**src/rtl/fir_lane_sequencer_pkg.sv**
```systemverilog
// Shared types, default configuration and lane-mask helper for the FIR lane sequencer.
package fir_seq_pkg;

    localparam int H_ADDR_WIDTH_DEF = 4;
    localparam int X_ADDR_WIDTH_DEF = 6;
    localparam int NUM_LANES_DEF    = 4;
    localparam int RD_LATENCY_DEF   = 1;
    localparam int MAC_LATENCY_DEF  = 4;

    localparam int X_DEPTH      = 2 ** X_ADDR_WIDTH_DEF;
    localparam int H_DEPTH      = 2 ** H_ADDR_WIDTH_DEF;
    localparam int DRAIN_CYCLES = RD_LATENCY_DEF + MAC_LATENCY_DEF;
    localparam int MAX_LANES    = 32;

    typedef enum logic [1:0] {
        IDLE,
        FETCH,
        DRAIN,
        CAPTURE
    } seq_state_e;

    // Lane j of batch b is active while its output index b*lanes+j is below n.
    function automatic logic [MAX_LANES-1:0] lane_mask_f(input int unsigned b,
                                                         input int unsigned n,
                                                         input int unsigned lanes);
        logic [MAX_LANES-1:0] m;
        m = '0;
        for (int unsigned j = 0; j < MAX_LANES; j++) begin
            m[j] = (j < lanes) && ((b * lanes + j) < n);
        end
        return m;
    endfunction

endpackage

```
**src/rtl/fir_lane_sequencer_if.sv**
```systemverilog
// Job handshake and memory/MAC control bus between the sequencer and the FIR datapath.
interface fir_lane_sequencer_if
    import fir_seq_pkg::*;
#(
    parameter int H_ADDR_WIDTH = H_ADDR_WIDTH_DEF,
    parameter int X_ADDR_WIDTH = X_ADDR_WIDTH_DEF,
    parameter int NUM_LANES    = NUM_LANES_DEF
) ();

    logic                              start_i;
    logic [H_ADDR_WIDTH:0]             num_taps_i;
    logic [X_ADDR_WIDTH:0]             num_out_i;
    logic                              busy_o;
    logic                              done_o;
    logic                              cfg_err_o;
    logic                              rd_en_o;
    logic [H_ADDR_WIDTH-1:0]           h_addr_o;
    logic [NUM_LANES*X_ADDR_WIDTH-1:0] x_addr_o;
    logic [NUM_LANES-1:0]              lane_mask_o;
    logic                              mac_en_o;
    logic                              mac_first_o;
    logic                              y_valid_o;
    logic [NUM_LANES-1:0]              y_lane_mask_o;
    logic [X_ADDR_WIDTH-1:0]           batch_idx_o;

    modport master (
        input  start_i, num_taps_i, num_out_i,
        output busy_o, done_o, cfg_err_o, rd_en_o, h_addr_o, x_addr_o, lane_mask_o,
               mac_en_o, mac_first_o, y_valid_o, y_lane_mask_o, batch_idx_o
    );

    modport slave (
        output start_i, num_taps_i, num_out_i,
        input  busy_o, done_o, cfg_err_o, rd_en_o, h_addr_o, x_addr_o, lane_mask_o,
               mac_en_o, mac_first_o, y_valid_o, y_lane_mask_o, batch_idx_o
    );

endinterface

```
**src/rtl/fir_lane_sequencer_align_dly.sv**
```systemverilog
// Fixed-depth shift register aligning read-side controls to the MAC input stage.
module fir_seq_align_dly #(
    parameter int WIDTH = 1,
    parameter int DEPTH = 1
) (
    input  logic             clk,
    input  logic             rst_n,
    input  logic [WIDTH-1:0] d_i,
    output logic [WIDTH-1:0] q_o
);

    logic [DEPTH-1:0][WIDTH-1:0] sr_q, sr_d;

    always_comb begin
        sr_d    = sr_q;
        sr_d[0] = d_i;
        for (int unsigned i = 1; i < DEPTH; i++) begin
            sr_d[i] = sr_q[i-1];
        end
    end

    always_ff @(posedge clk) begin
        if (rst_n) begin
            sr_q <= '0;
        end else begin
            sr_q <= sr_d;
        end
    end

    assign q_o = sr_q[DEPTH-1];

endmodule

```
**src/rtl/fir_lane_sequencer.sv**
```systemverilog
// Batch sequencer for the parallel FIR lanes: tap fetch, MAC drain and per-batch capture.
module fir_lane_sequencer
    import fir_seq_pkg::*;
#(
    parameter int H_ADDR_WIDTH = H_ADDR_WIDTH_DEF,
    parameter int X_ADDR_WIDTH = X_ADDR_WIDTH_DEF,
    parameter int NUM_LANES    = NUM_LANES_DEF,
    parameter int RD_LATENCY   = RD_LATENCY_DEF,
    parameter int MAC_LATENCY  = MAC_LATENCY_DEF
) (
    input logic           clk,
    input logic           rst_n,
    fir_lane_sequencer_if.master bus
);

    localparam int HW      = H_ADDR_WIDTH;
    localparam int XW      = X_ADDR_WIDTH;
    localparam int NL      = NUM_LANES;
    localparam int XDEPTH  = 2 ** XW;
    localparam int HDEPTH  = 2 ** HW;
    localparam int DRAIN_N = RD_LATENCY + MAC_LATENCY;
    localparam int CW      = $clog2(DRAIN_N + 1);

    seq_state_e         state_q, state_d;
    logic [HW-1:0]      k_q, k_d;
    logic [XW-1:0]      b_q, b_d;
    logic [HW:0]        t_q, t_d;
    logic [XW:0]        n_q, n_d;
    logic [CW-1:0]      cnt_q, cnt_d;

    logic               busy_q, busy_d;
    logic               done_q, done_d;
    logic               cfg_err_q, cfg_err_d;
    logic               rd_en_q, rd_en_d;
    logic               first_q, first_d;
    logic [HW-1:0]      h_addr_q, h_addr_d;
    logic [NL*XW-1:0]   x_addr_q, x_addr_d;
    logic [NL-1:0]      lane_mask_q, lane_mask_d;
    logic               y_valid_q, y_valid_d;
    logic [NL-1:0]      y_mask_q, y_mask_d;
    logic [XW-1:0]      batch_q, batch_d;

    logic               cfg_ok;
    logic [NL-1:0]      mask_next;
    logic [1:0]         mac_dly;

    always_comb begin
        state_d   = state_q;
        k_d       = k_q;
        b_d       = b_q;
        t_d       = t_q;
        n_d       = n_q;
        cnt_d     = cnt_q;
        done_d    = 1'b0;
        cfg_err_d = 1'b0;

        cfg_ok = (|bus.num_taps_i) && (int'(bus.num_taps_i) <= HDEPTH) &&
                 (|bus.num_out_i) &&
                 ((int'(bus.num_out_i) + int'(bus.num_taps_i) - 1) <= XDEPTH);

        case (state_q)
            IDLE: begin
                if (bus.start_i) begin
                    if (cfg_ok) begin
                        state_d = FETCH;
                        t_d     = bus.num_taps_i;
                        n_d     = bus.num_out_i;
                        b_d     = '0;
                        k_d     = '0;
                    end else begin
                        cfg_err_d = 1'b1;
                    end
                end
            end
            FETCH: begin
                if ({1'b0, k_q} == (t_q - 1'b1)) begin
                    state_d = DRAIN;
                    cnt_d   = '0;
                end else begin
                    k_d = k_q + 1'b1;
                end
            end
            DRAIN: begin
                if (cnt_q == CW'(DRAIN_N - 1)) begin
                    state_d = CAPTURE;
                end else begin
                    cnt_d = cnt_q + 1'b1;
                end
            end
            CAPTURE: begin
                if (((int'(b_q) + 1) * NL) < int'(n_q)) begin
                    state_d = FETCH;
                    b_d     = b_q + 1'b1;
                    k_d     = '0;
                end else begin
                    state_d = IDLE;
                    done_d  = 1'b1;
                end
            end
            default: state_d = IDLE;
        endcase

        // Outputs are derived from the next-state view so they register in step with state_q.
        mask_next   = NL'(lane_mask_f(int'(b_d), int'(n_d), NL));
        busy_d      = (state_d != IDLE);
        rd_en_d     = (state_d == FETCH);
        first_d     = rd_en_d && (k_d == '0);
        h_addr_d    = rd_en_d ? k_d : '0;
        lane_mask_d = rd_en_d ? mask_next : '0;
        x_addr_d    = '0;
        for (int unsigned j = 0; j < NL; j++) begin
            if (rd_en_d && mask_next[j]) begin
                x_addr_d[j*XW +: XW] =
                    XW'(int'(b_d) * NL + int'(j) + int'(t_d) - 1 - int'(k_d));
            end
        end
        y_valid_d = (state_d == CAPTURE);
        y_mask_d  = y_valid_d ? mask_next : '0;
        batch_d   = y_valid_d ? b_d : '0;
    end

    always_ff @(posedge clk) begin
        if (rst_n) begin
            state_q     <= IDLE;
            k_q         <= '0;
            b_q         <= '0;
            t_q         <= '0;
            n_q         <= '0;
            cnt_q       <= '0;
            busy_q      <= 1'b0;
            done_q      <= 1'b0;
            cfg_err_q   <= 1'b0;
            rd_en_q     <= 1'b0;
            first_q     <= 1'b0;
            h_addr_q    <= '0;
            x_addr_q    <= '0;
            lane_mask_q <= '0;
            y_valid_q   <= 1'b0;
            y_mask_q    <= '0;
            batch_q     <= '0;
        end else begin
            state_q     <= state_d;
            k_q         <= k_d;
            b_q         <= b_d;
            t_q         <= t_d;
            n_q         <= n_d;
            cnt_q       <= cnt_d;
            busy_q      <= busy_d;
            done_q      <= done_d;
            cfg_err_q   <= cfg_err_d;
            rd_en_q     <= rd_en_d;
            first_q     <= first_d;
            h_addr_q    <= h_addr_d;
            x_addr_q    <= x_addr_d;
            lane_mask_q <= lane_mask_d;
            y_valid_q   <= y_valid_d;
            y_mask_q    <= y_mask_d;
            batch_q     <= batch_d;
        end
    end

    fir_seq_align_dly #(
        .WIDTH (2),
        .DEPTH (RD_LATENCY)
    ) u_align_dly (
        .clk   (clk),
        .rst_n (rst_n),
        .d_i   ({first_q, rd_en_q}),
        .q_o   (mac_dly)
    );

    assign bus.busy_o        = busy_q;
    assign bus.done_o        = done_q;
    assign bus.cfg_err_o     = cfg_err_q;
    assign bus.rd_en_o       = rd_en_q;
    assign bus.h_addr_o      = h_addr_q;
    assign bus.x_addr_o      = x_addr_q;
    assign bus.lane_mask_o   = lane_mask_q;
    assign bus.mac_en_o      = mac_dly[0];
    assign bus.mac_first_o   = mac_dly[1];
    assign bus.y_valid_o     = y_valid_q;
    assign bus.y_lane_mask_o = y_mask_q;
    assign bus.batch_idx_o   = batch_q;

endmodule

```
**src/flat_wrapper.sv**
```systemverilog
// flat-port wrapper written by rule: the top's interface ports become plain ports
module fir_lane_sequencer_flat import fir_seq_pkg::*;
#(
    parameter int H_ADDR_WIDTH = H_ADDR_WIDTH_DEF,
    parameter int X_ADDR_WIDTH = X_ADDR_WIDTH_DEF,
    parameter int NUM_LANES    = NUM_LANES_DEF,
    parameter int RD_LATENCY   = RD_LATENCY_DEF,
    parameter int MAC_LATENCY  = MAC_LATENCY_DEF
)
  (clk, rst_n, bus_start_i, bus_num_taps_i, bus_num_out_i, bus_busy_o, bus_done_o, bus_cfg_err_o, bus_rd_en_o, bus_h_addr_o, bus_x_addr_o, bus_lane_mask_o, bus_mac_en_o, bus_mac_first_o, bus_y_valid_o, bus_y_lane_mask_o, bus_batch_idx_o);
  fir_lane_sequencer_if #(.H_ADDR_WIDTH(H_ADDR_WIDTH), .X_ADDR_WIDTH(X_ADDR_WIDTH), .NUM_LANES(NUM_LANES)) bus_i ();
  input logic clk;
  input logic rst_n;
  input wire logic [$bits(bus_i.start_i)-1:0] bus_start_i;
  input wire logic [$bits(bus_i.num_taps_i)-1:0] bus_num_taps_i;
  input wire logic [$bits(bus_i.num_out_i)-1:0] bus_num_out_i;
  output wire logic [$bits(bus_i.busy_o)-1:0] bus_busy_o;
  output wire logic [$bits(bus_i.done_o)-1:0] bus_done_o;
  output wire logic [$bits(bus_i.cfg_err_o)-1:0] bus_cfg_err_o;
  output wire logic [$bits(bus_i.rd_en_o)-1:0] bus_rd_en_o;
  output wire logic [$bits(bus_i.h_addr_o)-1:0] bus_h_addr_o;
  output wire logic [$bits(bus_i.x_addr_o)-1:0] bus_x_addr_o;
  output wire logic [$bits(bus_i.lane_mask_o)-1:0] bus_lane_mask_o;
  output wire logic [$bits(bus_i.mac_en_o)-1:0] bus_mac_en_o;
  output wire logic [$bits(bus_i.mac_first_o)-1:0] bus_mac_first_o;
  output wire logic [$bits(bus_i.y_valid_o)-1:0] bus_y_valid_o;
  output wire logic [$bits(bus_i.y_lane_mask_o)-1:0] bus_y_lane_mask_o;
  output wire logic [$bits(bus_i.batch_idx_o)-1:0] bus_batch_idx_o;
  assign bus_i.start_i = bus_start_i;
  assign bus_i.num_taps_i = bus_num_taps_i;
  assign bus_i.num_out_i = bus_num_out_i;
  assign bus_busy_o = bus_i.busy_o;
  assign bus_done_o = bus_i.done_o;
  assign bus_cfg_err_o = bus_i.cfg_err_o;
  assign bus_rd_en_o = bus_i.rd_en_o;
  assign bus_h_addr_o = bus_i.h_addr_o;
  assign bus_x_addr_o = bus_i.x_addr_o;
  assign bus_lane_mask_o = bus_i.lane_mask_o;
  assign bus_mac_en_o = bus_i.mac_en_o;
  assign bus_mac_first_o = bus_i.mac_first_o;
  assign bus_y_valid_o = bus_i.y_valid_o;
  assign bus_y_lane_mask_o = bus_i.y_lane_mask_o;
  assign bus_batch_idx_o = bus_i.batch_idx_o;
  fir_lane_sequencer #(.H_ADDR_WIDTH(H_ADDR_WIDTH), .X_ADDR_WIDTH(X_ADDR_WIDTH), .NUM_LANES(NUM_LANES), .RD_LATENCY(RD_LATENCY), .MAC_LATENCY(MAC_LATENCY)) u_core (.clk(clk), .rst_n(rst_n), .bus(bus_i));
endmodule
```
**config.mk**
```make
export PLATFORM = sky130hd
export DESIGN_NAME = fir_lane_sequencer_flat
export DESIGN_NICKNAME = d
export VERILOG_FILES = /design/src/rtl/fir_lane_sequencer_pkg.sv /design/src/rtl/fir_lane_sequencer_if.sv /design/src/rtl/fir_lane_sequencer_align_dly.sv /design/src/rtl/fir_lane_sequencer.sv /design/src/flat_wrapper.sv
export SDC_FILE = /design/constraint.sdc
export NUM_CORES = 1
export LEC_CHECK = 0
export ABC_AREA = 1
export ABC_CLOCK_PERIOD_IN_PS = 18200
export CAP_MARGIN = 20
export CELL_PAD_IN_SITES_DETAIL_PLACEMENT = 1
export CELL_PAD_IN_SITES_GLOBAL_PLACEMENT = 1
export CORE_MARGIN = 10
export CORE_UTILIZATION = 44
export CTS_BUF_LIST = sky130_fd_sc_hd__clkbuf_4
export DETAILED_ROUTE_END_ITERATION = 7
export GPL_TIMING_DRIVEN = 0
export PLACE_DENSITY_LB_ADDON = 0.3
export SLEW_MARGIN = 20
export SYNTH_ARGS = -nofsm -noshare
export SYNTH_HDL_FRONTEND = slang
export SYNTH_SLANG_ARGS = --single-unit
```
**constraint.sdc**
```tcl
create_clock -name clk -period 18.2 [get_ports clk]
set_clock_uncertainty 0.15 [all_clocks]
set_input_delay 5.46 -clock clk [delete_from_list [all_inputs] [get_ports clk]]
set_output_delay 5.46 -clock clk [all_outputs]
set_load 0.1 [all_outputs]
```
==> results of run 1 <==
[cell type report]
| class | count | area [sq um] | share of cell area |
|---|---|---|---|
| Tap cell | 129 | 161.4 | 0.03146 |
| Multi-Input combinational cell | 366 | 2275 | 0.4433 |
| Sequential cell | 77 | 1541 | 0.3004 |
| Inverter | 95 | 356.6 | 0.06950 |
| Clock buffer | 9 | 67.56 | 0.01317 |
| Buffer | 5 | 18.77 | 0.003658 |
| Clock inverter | 7 | 80.08 | 0.01561 |
| Timing Repair Buffer | 63 | 630.6 | 0.1229 |
[where the power goes]
group / switching [mW] / internal, mW
clock network: 0.0694 / 0.0440
logic: 0.182 / 0.0686
registers: 0.00632 / 0.184
[stage by stage]
stage	hold WS, ns	utilization	instance area (sq um)
after floorplan	0.2383	-	4192
after global placement	0.2465	0.5393	4984
after detailed placement	0.2584	0.5393	4984
after CTS	0.2777	0.5553	5131
after global routing	0.2981	0.5553	5131
final	0.2801	0.5553	5131
[cell usage in the layout, fill, tap and decap left out, types with 2 or more instances in the layout]
cell type	n
ha_1	40
nor2_1	72
nand3_1	36
xnor2_1	3
inv_2	3
nand2_4	2
nor4_1	2
clkdlybuf4s50_1	63
nand4_1	9
inv_6	3
nand2_1	94
xor2_1	9
clkbuf_4	9
nand3_2	7
inv_1	92
o21ai_0	20
dfxtp_1	77
a21oi_2	8
a211oi_1	4
clkbuf_1	5
nand3_4	2
a21oi_1	19
nand2_2	2
nor3_1	5
fa_1	7
or2_2	8
nand3b_1	3
[cell families after synthesis]
kind of cell             count (synthesis)
AND/OR/NAND/NOR                        246
multiplexers                             1
flip-flops                              77
adder cells (fa/ha/maj)                 47
XOR/XNOR                                12
AO/OA/AOI/OAI                           60
buffers and inverters                  100
[cell usage after synthesis (7+ instances only)]
| cell type | instances |
|---|---|
| a21oi_1 | 19 |
| a21oi_2 | 8 |
| dfxtp_1 | 77 |
| fa_1 | 7 |
| ha_1 | 40 |
| inv_1 | 92 |
| nand2_1 | 94 |
| nand3_1 | 36 |
| nand3_2 | 7 |
| nand4_1 | 9 |
| nor2_1 | 72 |
| o21ai_0 | 20 |
| or2_2 | 8 |
| xor2_1 | 9 |
[final timing paths]
| kind | from | endpoint | slack [ns] | cells after the start |
|---|---|---|---|---|
| worst max register to register | u_core.b_q[0] | u_core.bus.x_addr_o[17] | 13.27 | 22 |
| worst min register to register | u_core.first_q | u_core.u_align_dly.q_o[1] | 0.28 | 2 |
| worst min-delay path | u_core.first_q | u_core.u_align_dly.q_o[1] | 0.28 | 2 |
| worst max-delay path | bus_num_out_i[0] | u_core.bus.x_addr_o[17] | 7.72 | 28 |
[flip-flops by register name, summed over array words and instances, names as in the netlist, 3 cells and up]
name / cells
u_core.b_q: 6
u_core.bus.batch_idx_o: 6
u_core.bus.h_addr_o: 4
u_core.bus.lane_mask_o: 4
u_core.bus.x_addr_o: 24
u_core.bus.y_lane_mask_o: 4
u_core.cnt_q: 3
u_core.k_q: 4
u_core.n_q: 7
u_core.t_q: 5
[worst max-delay path: cells and delay by family]
kind / cells / cell delay, ns
adder cells (fa/ha/maj): 5 / 1.52
AND/OR/NAND/NOR: 13 / 1.29
buffers and inverters: 7 / 1.47
AO/OA/AOI/OAI: 3 / 1.00
[routing by layer]
layer,wire length (um),vias up,track usage
met5,0,-,0
met2,6225,61,0.3248
met3,434,22,0.04508
met4,255,0,0.06569
met1,5197,1850,0.1932
li1,-,1874,-
==> impl_metrics.ini, run 1 <==
[synth]
synth_compound_area_frac = 0.08925
syn_area_per_cell_sq_um = 7.719
yosysWarnings = 0
ys_seq_area_frac = 0.3678
post_synth_num_cell_types = 38
netlist_instances = 543
yosysTopAreaCell = dfxtp_1
synthTopCellsByArea = dfxtp_1 37%, ha_1 12%, nand2_1 8.4%, inv_1 8.2%, nor2_1 6.4%
synth_fa_ha_area_frac = 0.1528
synth-xor-area-share = 0.02507
synth_edf_count = 0
synth_top_area_share = 0.3678
synthMuxAreaShare = 0.002388
syn_area_sq_um = 4192
ys_seq_elements = 77
synth_top_family_by_area = simple AND/OR/NAND/NOR gates
async_flop_share = 0
syn_nets = 605
synth_ff_type = dfxtp_1
synthSimpleGateAreaFrac = 0.2731

[floorplan]
die_h_um = 117.6
rows = 35
core_area_sq_um = 9240
die-area_sq_um = 13830
start_util = 0.4536
die_w_um = 117.6
ioPinCount = 64

[routing]
drt_iter0_drc = 194
vias = 3807
wl_per_cell_um = 16.13
first_pass_iters = 4
postRouteAntennaNets = 0
via_per_inst = 5.069
drc_errors = 0
wl_mm = 12.11

[critical_path]
worstSetupPathType = input port to flop
cp_common_cell = inv_1
cp-start-kind = input port
cp-end-kind = flop
max_stage_delay_ns = 0.54
required_ns = 18.44
critPathMaxFanout = 10
arrival_ns = 10.72
worst_path_max_delay_cell = clkdlybuf4s50_1

[timing]
rsz0062_at_grt = no
post-route-period-util = 0.5759
fin_ws_ns = 7.718
min_period_ns = 10.48
setup_tns_ns = 0
worst_pin_slew_ns = 0.9922
hold_viol = 0
slew_violations = 0
max_slew_margin = 0.3365
finalSetupViolCount = 0
fmax_ghz = 0.09540

[finish]
layout-drive-gt1-share = 0.08521
nNetsFinal = 679
stdcell_count = 751
antenna_cells = 0
n_fill_cell = 1162
area_growth_pct = 22.42

[grt]
antenna_found_initial = 0
grt_pass1_wl_mm = 20.51
grt_overflow_total = 0
grtUsageTotal = 0.1783
grt_max_degree = 16
first_global_vias = 4294

[placed_design]
routabilityCongestion = 0.8783
io_buffer_count = 63
post-place-cells = 735
dp_slack_ns = 7.319
dp_hpwl_mm = 9.839

[clock_tree]
cts.htree.levels = 3
cts-root-buf = clkbuf_4
max-clock-path-buffers = 2
cts_sinks = 77
clk_latency_ns = 0.46
ctsResizeCount = 0
postCtsHoldBufs = 0
postCtsSetupRepairBufs = 0
cts_buffers = 9
clk_pin_slew_ns = 0.16
cts_tree = built

[job]
cap_violations = 0

[run_status]
outcome = finished clean

[power_and_ir_drop]
total_power_mw = 0.5547
ir_drop_mv = 0.04916
leakage_nw = 2.439
power_density_nw_per_um2 = 108.1

[worst_hold_path]
hp-class = flop to flop
(Power assumes the default switching activity.)
==> run 2, diff against run 1 <==
--- a/config.mk
+++ b/config.mk
@@ -6,12 +6,12 @@
 export NUM_CORES = 1
 export LEC_CHECK = 0
 export ABC_AREA = 1
-export ABC_CLOCK_PERIOD_IN_PS = 18200
+export ABC_CLOCK_PERIOD_IN_PS = 8700
 export CAP_MARGIN = 20
 export CELL_PAD_IN_SITES_DETAIL_PLACEMENT = 1
 export CELL_PAD_IN_SITES_GLOBAL_PLACEMENT = 1
 export CORE_MARGIN = 10
-export CORE_UTILIZATION = 44
+export CORE_UTILIZATION = 37
 export CTS_BUF_LIST = sky130_fd_sc_hd__clkbuf_4
 export DETAILED_ROUTE_END_ITERATION = 7
 export GPL_TIMING_DRIVEN = 0
==> constraint.sdc (replaced) <==
create_clock -name clk -period 8.7 [get_ports clk]
set_clock_uncertainty 0.15 [all_clocks]
set_input_delay 2.61 -clock clk [delete_from_list [all_inputs] [get_ports clk]]
set_output_delay 2.61 -clock clk [all_outputs]
set_load 0.1 [all_outputs]
==> impl_metrics.ini, run 2 (same netlist as run 1, synthesis figures left out) <==
[floorplan]
die_h_um = 126.4
die-area_sq_um = 15990
rows = 38
start_util = 0.3816
die_w_um = 126.4
ioPinCount = 64
core_area_sq_um = 10980

[clock_tree]
max-clock-path-buffers = 2
postCtsSetupRepairBufs = 0
postCtsHoldBufs = 0
cts_tree = built
cts_sinks = 77
clk_latency_ns = 0.43
cts.htree.levels = 3
clk_pin_slew_ns = 0.14
ctsResizeCount = 0
cts-root-buf = clkbuf_4
cts_buffers = 9

[finish]
stdcell_count = 762
antenna_cells = 0
final_cell_mix = 94 x nand2_1, 92 x inv_1, 77 x dfxtp_1
layout-drive-gt1-share = 0.08360
nNetsFinal = 679
area_growth_pct = 22.57
final_area_sq_um = 5137
largest_reg_flops = 24
layout_commonest_cell = nand2_1

[power_and_ir_drop]
leakage_nw = 2.434
power_density_nw_per_um2 = 220.4
total_power_mw = 1.132
ir_drop_mv = 0.1374

[critical_path]
arrival_ns = 7.63
rr_worst_depth = 23
worst_path_max_delay_cell = clkdlybuf4s50_1
reg2reg_from = u_core.b_q[0]
r2r-end = u_core.bus.x_addr_o[11]
crit_path_end = u_core.bus.x_addr_o[11]
cp_num_buf_inv = 8
worstSetupPathType = input port to flop
critPathMaxFanout = 10
worst-path-stages = 29
required_ns = 8.87
rrSetupSlack_ns = 3.90
cp_common_cell = inv_1
crit_start = bus_num_out_i[0]
path_delay_family = buffers and inverters
cp-end-kind = flop
cp-start-kind = input port
max_stage_delay_ns = 0.55

[timing]
rsz0062_at_grt = no
worst_pin_slew_ns = 0.9958
hold_viol = 0
min_period_ns = 7.457
max_slew_margin = 0.3341
fmax_ghz = 0.1341
slew_violations = 0
fin_ws_ns = 1.243
post-route-period-util = 0.8571
setup_tns_ns = 0
finalSetupViolCount = 0

[job]
cap_violations = 0

[placed_design]
io_buffer_count = 63
routabilityCongestion = 0.8436
dp_hpwl_mm = 9.687
post-place-cells = 746
post_dp_cell_area_sq_um = 4997
dp_slack_ns = 0.7937

[grt]
grt_overflow_total = 0
grt_pass1_wl_mm = 19.98
antenna_found_initial = 0
grtUsageTotal = 0.1501
grt_max_degree = 15
first_global_vias = 4181

[run_status]
outcome = finished clean

[routing]
drc_errors = 0
drt_iter0_drc = 162
first_pass_iters = 4
vias = 3725
wl_per_cell_um = 15.36
wl_mm = 11.70
postRouteAntennaNets = 0
via_per_inst = 4.888

[worst_hold_path]
hp-class = flop to flop
worstHoldPathCells = 2
[run 2: layout make-up]
cell class	instances	area [sq um]
Multi-Input combinational cell	366	2275
Tap cell	140	175.2
Sequential cell	77	1541
Buffer	5	18.77
Clock inverter	7	72.57
Timing Repair Buffer	63	630.6
Inverter	95	356.6
Fill cell	1354	5846
Clock buffer	9	67.56
[run 2: how the worst min path moves through the flow]
stage / endpoint / slack (ns) / from
final: u_core.u_align_dly.q_o[1] / 0.27 / u_core.first_q
after global routing: u_core.u_align_dly.q_o[1] / 0.31 / u_core.first_q
after CTS: u_core.u_align_dly.q_o[1] / 0.27 / u_core.first_q
after detailed placement: u_core.u_align_dly.q_o[1] / 0.26 / u_core.first_q
after global placement: u_core.u_align_dly.q_o[1] / 0.25 / u_core.first_q
after floorplan: u_core.u_align_dly.q_o[1] / 0.24 / u_core.first_q
[run 2: metrics by stage]
| stage | utilization | hold WS, ns |
|---|---|---|
| 2_1_floorplan | - | 0.2383 |
| 4_1_cts | 0.4678 | 0.2744 |
| 3_5_place_dp | 0.4550 | 0.2554 |
| 5_1_grt | 0.4678 | 0.3089 |
| 3_3_place_gp | 0.4550 | 0.2531 |
| 6_report | 0.4678 | 0.2715 |
[run 2: power breakdown]
group / internal [mW] / switching, mW
Sequential: 0.385 / 0.0129
Combinational: 0.142 / 0.372
Clock: 0.0886 / 0.132
Total: 0.616 / 0.516
[run 2: per-layer routing]
| metal | part of all wire | global-route usage | vias to the layer above | routed length [um] |
|---|---|---|---|---|
| li1 | - | - | 1871 | - |
| met1 | 0.43 | 0.1618 | 1795 | 5052 |
| met2 | 0.52 | 0.2776 | 45 | 6074 |
| met3 | 0.037 | 0.04456 | 14 | 436 |
| met4 | 0.012 | 0.03952 | 0 | 140 |
| met5 | 0 | 0 | - | 0 |
[run 2: worst reg2reg max path: stages, from the launching register on]
cell      delay [ns]
dfxtp_1         0.41
ha_1            0.21
nand2_1         0.07
inv_1           0.09
nand2_1         0.07
xor2_1          0.13
inv_1           0.07
ha_1            0.31
a21oi_1         0.18
o221a_2         0.23
nand2_1         0.05
nand2_1         0.18
nand3_2         0.15
a21boi_0        0.46
inv_1           0.15
fa_1            0.44
inv_1           0.07
ha_1            0.14
clkbuf_1        0.39
nand2_1         0.16
o21ai_0         0.32
inv_1           0.11
nand3_1         0.12
a21oi_2         0.06
==> run 3, diff against run 2 <==
--- a/config.mk
+++ b/config.mk
@@ -6,7 +6,6 @@
 export NUM_CORES = 1
 export LEC_CHECK = 0
 export ABC_AREA = 1
-export ABC_CLOCK_PERIOD_IN_PS = 8700
 export CAP_MARGIN = 20
 export CELL_PAD_IN_SITES_DETAIL_PLACEMENT = 1
 export CELL_PAD_IN_SITES_GLOBAL_PLACEMENT = 1
@@ -16,7 +15,6 @@
 export DETAILED_ROUTE_END_ITERATION = 7
 export GPL_TIMING_DRIVEN = 0
 export PLACE_DENSITY_LB_ADDON = 0.3
-export SLEW_MARGIN = 20
 export SYNTH_ARGS = -nofsm -noshare
 export SYNTH_HDL_FRONTEND = slang
 export SYNTH_SLANG_ARGS = --single-unit
==> results of run 3 <==
Same layout as run 2: the final DEF is identical, and so are final timing and power.
